File: src/rtl/dilithium_pkg.sv
// Shared definitions for the Dilithium operand load path.
// - Mode encodings used on the mode/core_mode ports.
// - field_t: the field id carried on core_field.
// - Per-level word counts (ceil(bits/64)) for the variable-size fields.
// - field_words(): word count of one field for a level and message length.
package dilithium_pkg;

    localparam logic [1:0] MODE_KEYGEN  = 2'b00;
    localparam logic [1:0] MODE_SIGN    = 2'b10;
    localparam logic [1:0] MODE_VERIFY  = 2'b01;
    localparam logic [1:0] MODE_INVALID = 2'b11;

    typedef enum logic [3:0] {
        SEED = 4'd0,
        RHO  = 4'd1,
        K    = 4'd2,
        TR   = 4'd3,
        S1   = 4'd4,
        S2   = 4'd5,
        T0   = 4'd6,
        T1   = 4'd7,
        Z    = 4'd8,
        H    = 4'd9,
        C    = 4'd10,
        MSG  = 4'd11
    } field_t;

    // 256-bit fixed fields (seed, rho, K, tr, c)
    localparam logic [9:0] FIXED_WORDS = 10'd4;

    localparam logic [9:0] SEC2_S1_WORDS = 10'd48;
    localparam logic [9:0] SEC2_S2_WORDS = 10'd48;
    localparam logic [9:0] SEC2_T0_WORDS = 10'd208;
    localparam logic [9:0] SEC2_T1_WORDS = 10'd160;
    localparam logic [9:0] SEC2_Z_WORDS  = 10'd288;
    localparam logic [9:0] SEC2_H_WORDS  = 10'd11;

    localparam logic [9:0] SEC3_S1_WORDS = 10'd80;
    localparam logic [9:0] SEC3_S2_WORDS = 10'd96;
    localparam logic [9:0] SEC3_T0_WORDS = 10'd312;
    localparam logic [9:0] SEC3_T1_WORDS = 10'd240;
    localparam logic [9:0] SEC3_Z_WORDS  = 10'd400;
    localparam logic [9:0] SEC3_H_WORDS  = 10'd8;

    localparam logic [9:0] SEC5_S1_WORDS = 10'd84;
    localparam logic [9:0] SEC5_S2_WORDS = 10'd96;
    localparam logic [9:0] SEC5_T0_WORDS = 10'd416;
    localparam logic [9:0] SEC5_T1_WORDS = 10'd320;
    localparam logic [9:0] SEC5_Z_WORDS  = 10'd560;
    localparam logic [9:0] SEC5_H_WORDS  = 10'd11;

    // Words in one field. MSG depends on the message length and may be 0.
    function automatic logic [9:0] field_words(input int sec, input field_t field,
                                               input logic [15:0] msg_len);
        logic [9:0] words;
        words = FIXED_WORDS;
        case (field)
            S1:  words = (sec == 3) ? SEC3_S1_WORDS : (sec == 5) ? SEC5_S1_WORDS : SEC2_S1_WORDS;
            S2:  words = (sec == 3) ? SEC3_S2_WORDS : (sec == 5) ? SEC5_S2_WORDS : SEC2_S2_WORDS;
            T0:  words = (sec == 3) ? SEC3_T0_WORDS : (sec == 5) ? SEC5_T0_WORDS : SEC2_T0_WORDS;
            T1:  words = (sec == 3) ? SEC3_T1_WORDS : (sec == 5) ? SEC5_T1_WORDS : SEC2_T1_WORDS;
            Z:   words = (sec == 3) ? SEC3_Z_WORDS  : (sec == 5) ? SEC5_Z_WORDS  : SEC2_Z_WORDS;
            H:   words = (sec == 3) ? SEC3_H_WORDS  : (sec == 5) ? SEC5_H_WORDS  : SEC2_H_WORDS;
            MSG: words = 10'((msg_len + 16'd63) >> 6);
            default: words = FIXED_WORDS;
        endcase
        return words;
    endfunction

endpackage

File: src/rtl/dilithium_field_table.sv
// Combinational per-mode field order table.
// Ports:
//   i_mode      latched operation mode
//   i_field_idx position within the mode's field order
//   i_msg_len   message length in bits (decides whether MSG exists)
//   o_field     field id at that position
//   o_words     word count of that field
//   o_is_final  position is the last field of the operation
module dilithium_field_table
    import dilithium_pkg::*;
#(
    parameter int SEC_LEVEL = 2
)(
    input  logic [1:0]  i_mode,
    input  logic [2:0]  i_field_idx,
    input  logic [15:0] i_msg_len,
    output field_t      o_field,
    output logic [9:0]  o_words,
    output logic        o_is_final
);

    logic       w_no_msg;
    logic [2:0] w_last_idx;

    assign w_no_msg = (i_msg_len == 16'd0);

    always_comb begin
        o_field    = SEED;
        w_last_idx = 3'd0;
        case (i_mode)
            MODE_SIGN: begin
                // An empty message drops MSG, so T0 becomes the final field
                w_last_idx = w_no_msg ? 3'd5 : 3'd6;
                case (i_field_idx)
                    3'd0:    o_field = RHO;
                    3'd1:    o_field = K;
                    3'd2:    o_field = TR;
                    3'd3:    o_field = S1;
                    3'd4:    o_field = S2;
                    3'd5:    o_field = T0;
                    default: o_field = MSG;
                endcase
            end
            MODE_VERIFY: begin
                w_last_idx = w_no_msg ? 3'd4 : 3'd5;
                case (i_field_idx)
                    3'd0:    o_field = RHO;
                    3'd1:    o_field = C;
                    3'd2:    o_field = Z;
                    3'd3:    o_field = T1;
                    3'd4:    o_field = H;
                    default: o_field = MSG;
                endcase
            end
            default: begin
                o_field    = SEED;
                w_last_idx = 3'd0;
            end
        endcase
    end

    assign o_words    = field_words(SEC_LEVEL, o_field, i_msg_len);
    assign o_is_final = (i_field_idx == w_last_idx);

endmodule

File: src/rtl/dilithium_load_sequencer.sv
// Operand load sequencer for one Dilithium operation (keygen/sign/verify).
// Forwards host words to the core in the fixed per-mode field order, tagging
// each word with its field id and a per-field last flag, then waits for the
// core to finish.
// Ports:
//   clk, rst                       clock, synchronous active-high reset
//   start, mode, msg_len           operation request (sampled in IDLE)
//   busy, done, err                status (done/err are 1-cycle pulses)
//   src_valid, src_ready, src_data host word stream
//   core_start, core_mode          core kick-off pulse and latched mode
//   core_valid, core_ready,
//   core_data, core_field,
//   core_last                      word stream to the core
//   core_done                      core completion
module dilithium_load_sequencer
    import dilithium_pkg::*;
#(
    parameter int SEC_LEVEL = 2,
    parameter int W         = 64,
    parameter int MSG_SIZE  = 26400,
    localparam int MSG_LEN_SIZE = $clog2(MSG_SIZE)
)(
    input  logic                    clk,
    input  logic                    rst,
    input  logic                    start,
    input  logic [1:0]              mode,
    input  logic [MSG_LEN_SIZE-1:0] msg_len,
    output logic                    busy,
    output logic                    done,
    output logic                    err,
    input  logic                    src_valid,
    output logic                    src_ready,
    input  logic [W-1:0]            src_data,
    output logic                    core_start,
    output logic [1:0]              core_mode,
    output logic                    core_valid,
    input  logic                    core_ready,
    output logic [W-1:0]            core_data,
    output logic [3:0]              core_field,
    output logic                    core_last,
    input  logic                    core_done
);

    typedef enum logic [1:0] {
        ST_IDLE      = 2'd0,
        ST_ISSUE     = 2'd1,
        ST_STREAM    = 2'd2,
        ST_WAIT_DONE = 2'd3
    } state_t;

    state_t                  r_state;
    state_t                  w_state_next;
    logic [1:0]              r_mode;
    logic [MSG_LEN_SIZE-1:0] r_msg_len;
    logic [2:0]              r_field_idx;
    logic [9:0]              r_word_cnt;

    field_t     w_field;
    logic [9:0] w_words;
    logic       w_is_final;
    logic       w_last_word;
    logic       w_xfer;
    logic       w_accept;

    dilithium_field_table #(
        .SEC_LEVEL (SEC_LEVEL)
    ) u_field_table (
        .i_mode      (r_mode),
        .i_field_idx (r_field_idx),
        .i_msg_len   (16'(r_msg_len)),
        .o_field     (w_field),
        .o_words     (w_words),
        .o_is_final  (w_is_final)
    );

    assign w_last_word = (r_word_cnt == (w_words - 10'd1));
    assign w_accept    = (r_state == ST_IDLE) && start && (mode != MODE_INVALID);
    assign core_data   = src_data;
    assign core_mode   = r_mode;

    always_comb begin
        w_state_next = r_state;
        busy         = (r_state != ST_IDLE);
        done         = 1'b0;
        err          = 1'b0;
        core_start   = 1'b0;
        core_valid   = 1'b0;
        src_ready    = 1'b0;
        core_last    = 1'b0;
        core_field   = SEED;
        w_xfer       = 1'b0;
        case (r_state)
            ST_IDLE: begin
                if (start) begin
                    if (mode == MODE_INVALID) begin
                        err = 1'b1;
                    end else begin
                        w_state_next = ST_ISSUE;
                    end
                end
            end
            ST_ISSUE: begin
                core_start   = 1'b1;
                w_state_next = ST_STREAM;
            end
            ST_STREAM: begin
                // Pass-through handshake: the core's backpressure goes straight to the host
                core_valid = src_valid;
                src_ready  = core_ready;
                core_field = w_field;
                core_last  = w_last_word;
                w_xfer     = src_valid & core_ready;
                if (w_xfer && w_last_word && w_is_final) begin
                    w_state_next = ST_WAIT_DONE;
                end
            end
            ST_WAIT_DONE: begin
                if (core_done) begin
                    done         = 1'b1;
                    w_state_next = ST_IDLE;
                end
            end
            default: w_state_next = ST_IDLE;
        endcase
    end

    always_ff @(posedge clk) begin
        if (rst) begin
            r_state     <= ST_IDLE;
            r_mode      <= MODE_KEYGEN;
            r_msg_len   <= '0;
            r_field_idx <= 3'd0;
            r_word_cnt  <= 10'd0;
        end else begin
            r_state <= w_state_next;
            if (w_accept) begin
                r_mode      <= mode;
                r_msg_len   <= msg_len;
                r_field_idx <= 3'd0;
                r_word_cnt  <= 10'd0;
            end else if (w_xfer) begin
                // Counter clears at every field boundary, so it never wraps
                if (w_last_word) begin
                    r_word_cnt  <= 10'd0;
                    r_field_idx <= r_field_idx + 3'd1;
                end else begin
                    r_word_cnt <= r_word_cnt + 10'd1;
                end
            end
        end
    end

endmodule

File: config.mk
export PLATFORM = sky130hd
export DESIGN_NAME = dilithium_load_sequencer
export DESIGN_NICKNAME = d
export VERILOG_FILES = /design/src/rtl/dilithium_pkg.sv /design/src/rtl/dilithium_field_table.sv /design/src/rtl/dilithium_load_sequencer.sv
export SDC_FILE = /design/constraint.sdc
export NUM_CORES = 1
export LEC_CHECK = 0
export CORE_ASPECT_RATIO = 1.2
export CORE_UTILIZATION = 36
export DETAILED_ROUTE_END_ITERATION = 16
export PLACE_DENSITY = 0.85
export SYNTH_ARGS = -nofsm -noshare
export SYNTH_HDL_FRONTEND = slang
export SYNTH_HIERARCHICAL = 1
export SYNTH_SLANG_ARGS = --single-unit
File: constraint.sdc
create_clock -name clk -period 3.4 [get_ports clk]
set_input_delay 0.51 -clock clk [delete_from_list [all_inputs] [get_ports clk]]
set_output_delay 0.51 -clock clk [all_outputs]
set_load 0.02 [all_outputs]
==> metrics.yaml <==
outcome:
  run_status: "complete, but fails checks"
  failed_checks: "setup timing"
floorplan:
  initial_utilization_pct: 37.40
  core_area_sq_um: 8153
  io_pins: 164
  rows: 36
  dieArea_sq_um: 8844
  die_w_um: 86.02
  die_h_um: 102.8
synth:
  synth-edff-count: 0
  mappedNetlistArea_sq_um: 3049
  synth_seq_cells: 32
  syn_inst: 409
  synth.avg_cell_area_sq_um: 7.455
  yosysSeqAreaShare_pct: 21.01
  synth_flop_cell: "dfxtp_1"
  synth_area_leaders: "dfxtp_1 21%, buf_4 16%, nand2_1 7.3%, a21oi_1 5.3%, xor2_1 4.0%"
  yosysTopAreaCell: "dfxtp_1"
  synth_cell_types: 57
  synth-async-reset-ratio_pct: 0
  synth_warnings: 6
  yosysTopAreaCellShare_pct: 21.01
grt:
  antenna_found_initial: 0
  first_global_vias: 2977
  grt-ovfl-total: 0
  grtUsageTotal_pct: 18.76
  grt_pass1_wl_mm: 13.26
  grt_max_degree: 24
detailed_routing:
  via_per_inst: 5.349
  routed_wl_mm: 8.455
  drt_iter0_markers: 162
  wl_per_cell_um: 15.13
  remaining_drc_errors: 0
  vias: 2990
  ant_nets: 0
  drtPass1Iterations: 4
worst_setup_path:
  crit_path_top_delay_cell: "a2111oi_4"
  start_kind: "flop"
  cpMostUsedCell: "o32ai_4"
  worst-path-buf-inv: 2
  path_cells: "buf_4 -> nor2b_1 -> o21ai_0 -> a21oi_1 -> nand2_1 -> o32ai_4 -> xnor2_2 -> or3_4 -> a2111oi_4 -> o32ai_4 -> or2_4 -> nor2_4 -> buf_6"
  critical_path_class: "reg2out"
  worst_setup_path_end_kind: "output port"
  cp_max_fo: 9
  slowest_delay_ps: 410
  crit_family: "compound AO/OA/AOI/OAI gates"
  cp.arrival_ps: 3470
  crit_required_ps: 2890
timing:
  hold_viol_final: 0
  whs_ps: 494.1
  final.min_clock_period_ps: 3985
  worst_pin_slew_ps: 585.3
  rsz0062_at_grt: "true"
  setup_viol: 9
  post-route-period-util_pct: 117.2
  fin_ws_ps: -584.5
  fmax_ghz: 0.2510
  skew_ps: 7.605
  relSlewSlack_pct: 60.98
  drv_slew: 0
  tns_ps: -785.9
place:
  gp_congestion: 0.9357
  port_buffers: 35
  dp_hpwl_mm: 6.018
  dpl_cell_area_sq_um: 3572
min_path:
  hp-class: "reg2reg"
cts:
  clockRootBuffer: "clkbuf_8"
  numCtsBuffers: 5
  cts_tree: "built"
  clock-sinks: 32
  clk_pin_slew_ps: 70
  cts_hold_buf: 0
  clk_latency_ps: 300
  cts_max_level: 2
  cts_buffer_depth: 2
finish:
  areaGrowthSynthToFinish_pct: 27.41
  layout_commonest_cell: "buf_4"
  drive_gt1_share_pct: 29.66
  antennaDiodeCount: 0
  layout_common_cells: "68 x buf_4, 58 x nand2_1, 34 x clkdlybuf4s50_1"
  nNetsFinal: 540
  fin_area_sq_um: 3885
power:
  powerDensity_nw_per_um2: 364.5
  p_total_uw: 1416
  p_leak_uw: 0.001480
  vdd.ir_drop.worst_mv: 0.3546
run:
  cap_viol_max_count: 0
## cells by family after synthesis
logic type                 Yosys count  synth area share (%)
and+or+nand+nor                    172                 29.30
buffers and inverters               91                 19.61
AOI/OAI and AO/OA                   72                 15.92
DFF                                 32                 21.01
xor gates and xnor gates            26                 8.371
adders and majority gates            9                 3.693
muxes                                6                 1.970
other                                1                0.1230
## sequential cells by signal, indices dropped and copies added, names as in the netlist
name	count
r_word_cnt	10
r_state	2
core_mode	2
r_field_idx	3
r_msg_len	15
## routing by layer
layer | routed length (um) | track usage, % | vias to the layer above
met5 | 0 | 0 | -
met1 | 3324 | 19.93 | 1408
met4 | 384 | 12.69 | 0
li1 | - | - | 1412
met2 | 4176 | 33.09 | 133
met3 | 570 | 4.484 | 37
## metrics by stage
| stage | worst slack (ps) | utilization [%] | instances |
|---|---|---|---|
| final | -584.5 | 47.65 | 559 |
| after CTS | -475.7 | 45.26 | 553 |
| after floorplan | -145.8 | - | 410 |
| after global routing | -695.1 | 47.65 | 559 |
| after detailed placement | -662.9 | 43.82 | 544 |
| after global placement | -630.3 | 43.82 | 544 |
## layout make-up
type / count / area [sq um]
Timing Repair Buffer: 108 / 927.1
Fill cell: 713 / 4268
Sequential cell: 32 / 648.1
Inverter: 10 / 40.04
Tap cell: 114 / 142.6
Clock inverter: 1 / 5.005
Clock buffer: 7 / 76.32
Multi-Input combinational cell: 287 / 2046
## worst paths after layout
path | startpoint | end | slack [ps] | cells past startpoint
worst max-delay path | r_field_idx[0] | core_last | -580 | 13
worst min-delay path | r_msg_len[2] | r_msg_len[2] | 490 | 2
worst max register to register | r_field_idx[0] | r_field_idx[0] | -40 | 14
worst min register to register | r_msg_len[2] | r_msg_len[2] | 490 | 2
## cell usage after synthesis, types with 5 or more instances
library cell	n
or3_1	6
buf_4	64
ha_1	9
mux2i_1	6
o21ai_0	11
nor2_1	25
nor3_1	18
nand2_1	59
xor2_1	14
dfxtp_1	32
nor2b_1	10
and2_1	8
buf_2	7
clkbuf_1	7
nand3_1	12
inv_1	10
xnor2_1	10
a21oi_1	32
nand4_1	7
nor4_1	5
## power by group
| group | total, uW | switching (uW) | internal (uW) |
|---|---|---|---|
| clock | 283 | 140 | 143 |
| sequential | 459 | 38.6 | 420 |
| combinational | 675 | 372 | 303 |
## what timing repair did
item                       CTS  global route
gates resized for setup     11            29
pin swaps                    6            15
setup endpoints to repair    9            13
setup buffers                1             6
## tightest hold or removal path: stages, from the launching register on
cell and delay (ps):
dfxtp_1 330, nand2_1 60, a21oi_1 50
(Power assumes the default switching activity.)
==> edit (config.mk and constraints unchanged) <==
Re-encode `state_t` (4 states) as one-hot, 4 bits wide.
--- a/src/rtl/dilithium_load_sequencer.sv
+++ b/src/rtl/dilithium_load_sequencer.sv
@@ -43,7 +43,7 @@
 
-    typedef enum logic [1:0] {
-        ST_IDLE      = 2'd0,
-        ST_ISSUE     = 2'd1,
-        ST_STREAM    = 2'd2,
-        ST_WAIT_DONE = 2'd3
+    typedef enum logic [3:0] {
+        ST_IDLE      = 4'b0001,
+        ST_ISSUE     = 4'b0010,
+        ST_STREAM    = 4'b0100,
+        ST_WAIT_DONE = 4'b1000
     } state_t;
Check against the original RTL: no difference found for any inputs over 10 cycles, from zero or initial values and one cycle with rst high; not proved beyond that.
==> edit against the unedited design <==
The run ends with DRC, setup timing left; sequential cell count grew 2; cell count is 8.2% lower; cell area decreased by 6.1%; synthesized area down 2.7%; non-clock buffer count decreased by 15; setup slack better by 160 ps; routed wire length decreased by 7.8%; via count is 4.5% lower; die area shrank 2.7%; register-to-register slack hardly changed; critical path type unchanged.
Power is not compared: it rests on default switching activity, and its combinational part moved more than twofold at a synthesized area within 25%.
==> edit: results (changes against the unedited design) <==
OUTCOME='finished, violations left'
VIOLATIONS='DRC, setup timing'
CTS_RESIZED=21  # +10
LAYOUT_CELLS_SIZED_ABOVE_1_PCT=23.99  # -5.7 points
R2R-START='r_msg_len[3]$_SDFFE_PP0P_'
FILL_CELLS=709  # -0.56%
GLOBAL_ROUTE_WIRE_LENGTH_BEFORE_REPAIR_UM=11950  # -9.9%
GRT_USE_TOTAL_PCT=17.20  # -1.6 points
PLACED_AREA_UM2=3341  # -6.5%
MET3_ROUTED_WIRELENGTH_UM=502  # -12%
SYNTH_COMPOUND_GATE_AREA_SHARE_PCT=14.43  # -1.5 points
TNS_PS=-465.3  # +320.7 ps
WORST_PATH_LARGEST_CELL_DELAY_PS=540  # +130 ps
SYNTH_MUX_AREA_SHARE_PCT=1.350  # -0.62 points
HP-START='r_msg_len[4]$_SDFFE_PP0P_'
TIMING.HOLD.WORST_ENDPOINT='r_msg_len[4]$_SDFFE_PP0P_'
WL_MET2_UM=3902  # -6.6%
SYNTH_SEQUENTIAL_AREA_RATIO_PCT=22.95  # +1.9 points
CRITPATHSLOWESTCELL='sky130_fd_sc_hd__a21oi_1'
NUM-NETS-FINAL=512  # -5.2%
CRITPATHMAXFANOUT=7  # -2
GRT.MET2_USAGE_PCT=30.96  # -2.1 points
MET1_GRT_UTIL_PCT=19.10  # -0.83 points
DETAILEDPLACE.WORSTSLACK_PS=-515.6  # +147.3 ps
NETLIST_TOP_CELLS_AREA='sky130_fd_sc_hd__dfxtp_1 (23%), sky130_fd_sc_hd__buf_4 (16%), sky130_fd_sc_hd__nand2_1 (7.1%)'
TIMING.CRITICAL_PATH.ARRIVAL_PS=3320  # -150 ps
HPWL_UM=5522  # -8.2%
SYNTH_XOR_AREA_SHARE_PCT=8.861  # +0.49 points
DRTITER0DRC=254  # +57%
DRT-PASS1-ITER-COUNT=11  # +7
YOSYS.CELL_TYPES.COUNT=53  # -7.0%
MET1_LENGTH_UM=3058  # -8.0%
RELSLEWSLACK_PCT=57.78  # -3.2 points
HOLDWS_PS=494.0  # -0.1040 ps
SYNTH.CELLS.MOST_FREQUENT='sky130_fd_sc_hd__buf_4 (64), sky130_fd_sc_hd__nand2_1 (56), sky130_fd_sc_hd__dfxtp_1 (34)'
AVGSYNTHCELLAREA_UM2=7.376  # -1.1%
GP_CONGESTION=0.9108  # -2.7%
LAYOUT_SETUP_WS_PS=-425.6  # +159.0 ps
ROUTED_WIRE_LENGTH_PER_INSTANCE_UM=15.19  # +0.45%
REGISTERS.TOP_BY_FF_COUNT='r_msg_len'
CTS.REPAIR_TIMING.SETUP_BUFFER_COUNT=6  # +5
ROUTE.DETAILED.DRC=12  # +12
PLACE_INST=498  # -8.5%
VIA_COUNT_OF_THE_FIRST_GLOBAL_ROUTING_PASS=2688  # -9.7%
POST_DRT_VIA_CELL_RATIO=5.563  # +4.0%
GRT_START_MAX_NET_PINS=18  # -25%
GROUTE.LAYER.MET3.USAGE_PCT=3.260  # -1.2 points
FIN_SKEW_PS=15.46  # +7.851 ps
FINALSETUPVIOLATIONS=2  # -7
-- edit: changes by cell type in the layout (fill, tap and decap cells not counted), sizes merged, moves of 3 or more --
cell	unedited run	this run
o21ai	11	16
nand2b	2	7
or3	6	2
ha	9	5
nor2b	10	5
nor4b	0	3
xnor2	10	16
a21oi	32	29
inv	10	7
buf	74	59
nand2	59	56
-- edit: through the flow --
| stage | total power, W | utilization, % |
|---|---|---|
| 2_1_floorplan | 0.0006423 | - |
| 3_3_place_gp | 0.0006119 | 42.62 |
| 3_5_place_dp | 0.0006187 | 42.62 |
| 4_1_cts | 0.001048 | 45.76 |
| 5_1_grt | 0.001086 | 46.56 |
| 6_report | 0.001052 | 46.56 |
-- edit: layout make-up --
cell class,instances,area share (%)
inverter,7,0.7199
multi-input combinational,279,51.59
clock inverter,2,1.063
timing repair buffer,93,22.01
clock buffer,6,2.571
tap,92,3.154
sequential,34,18.89
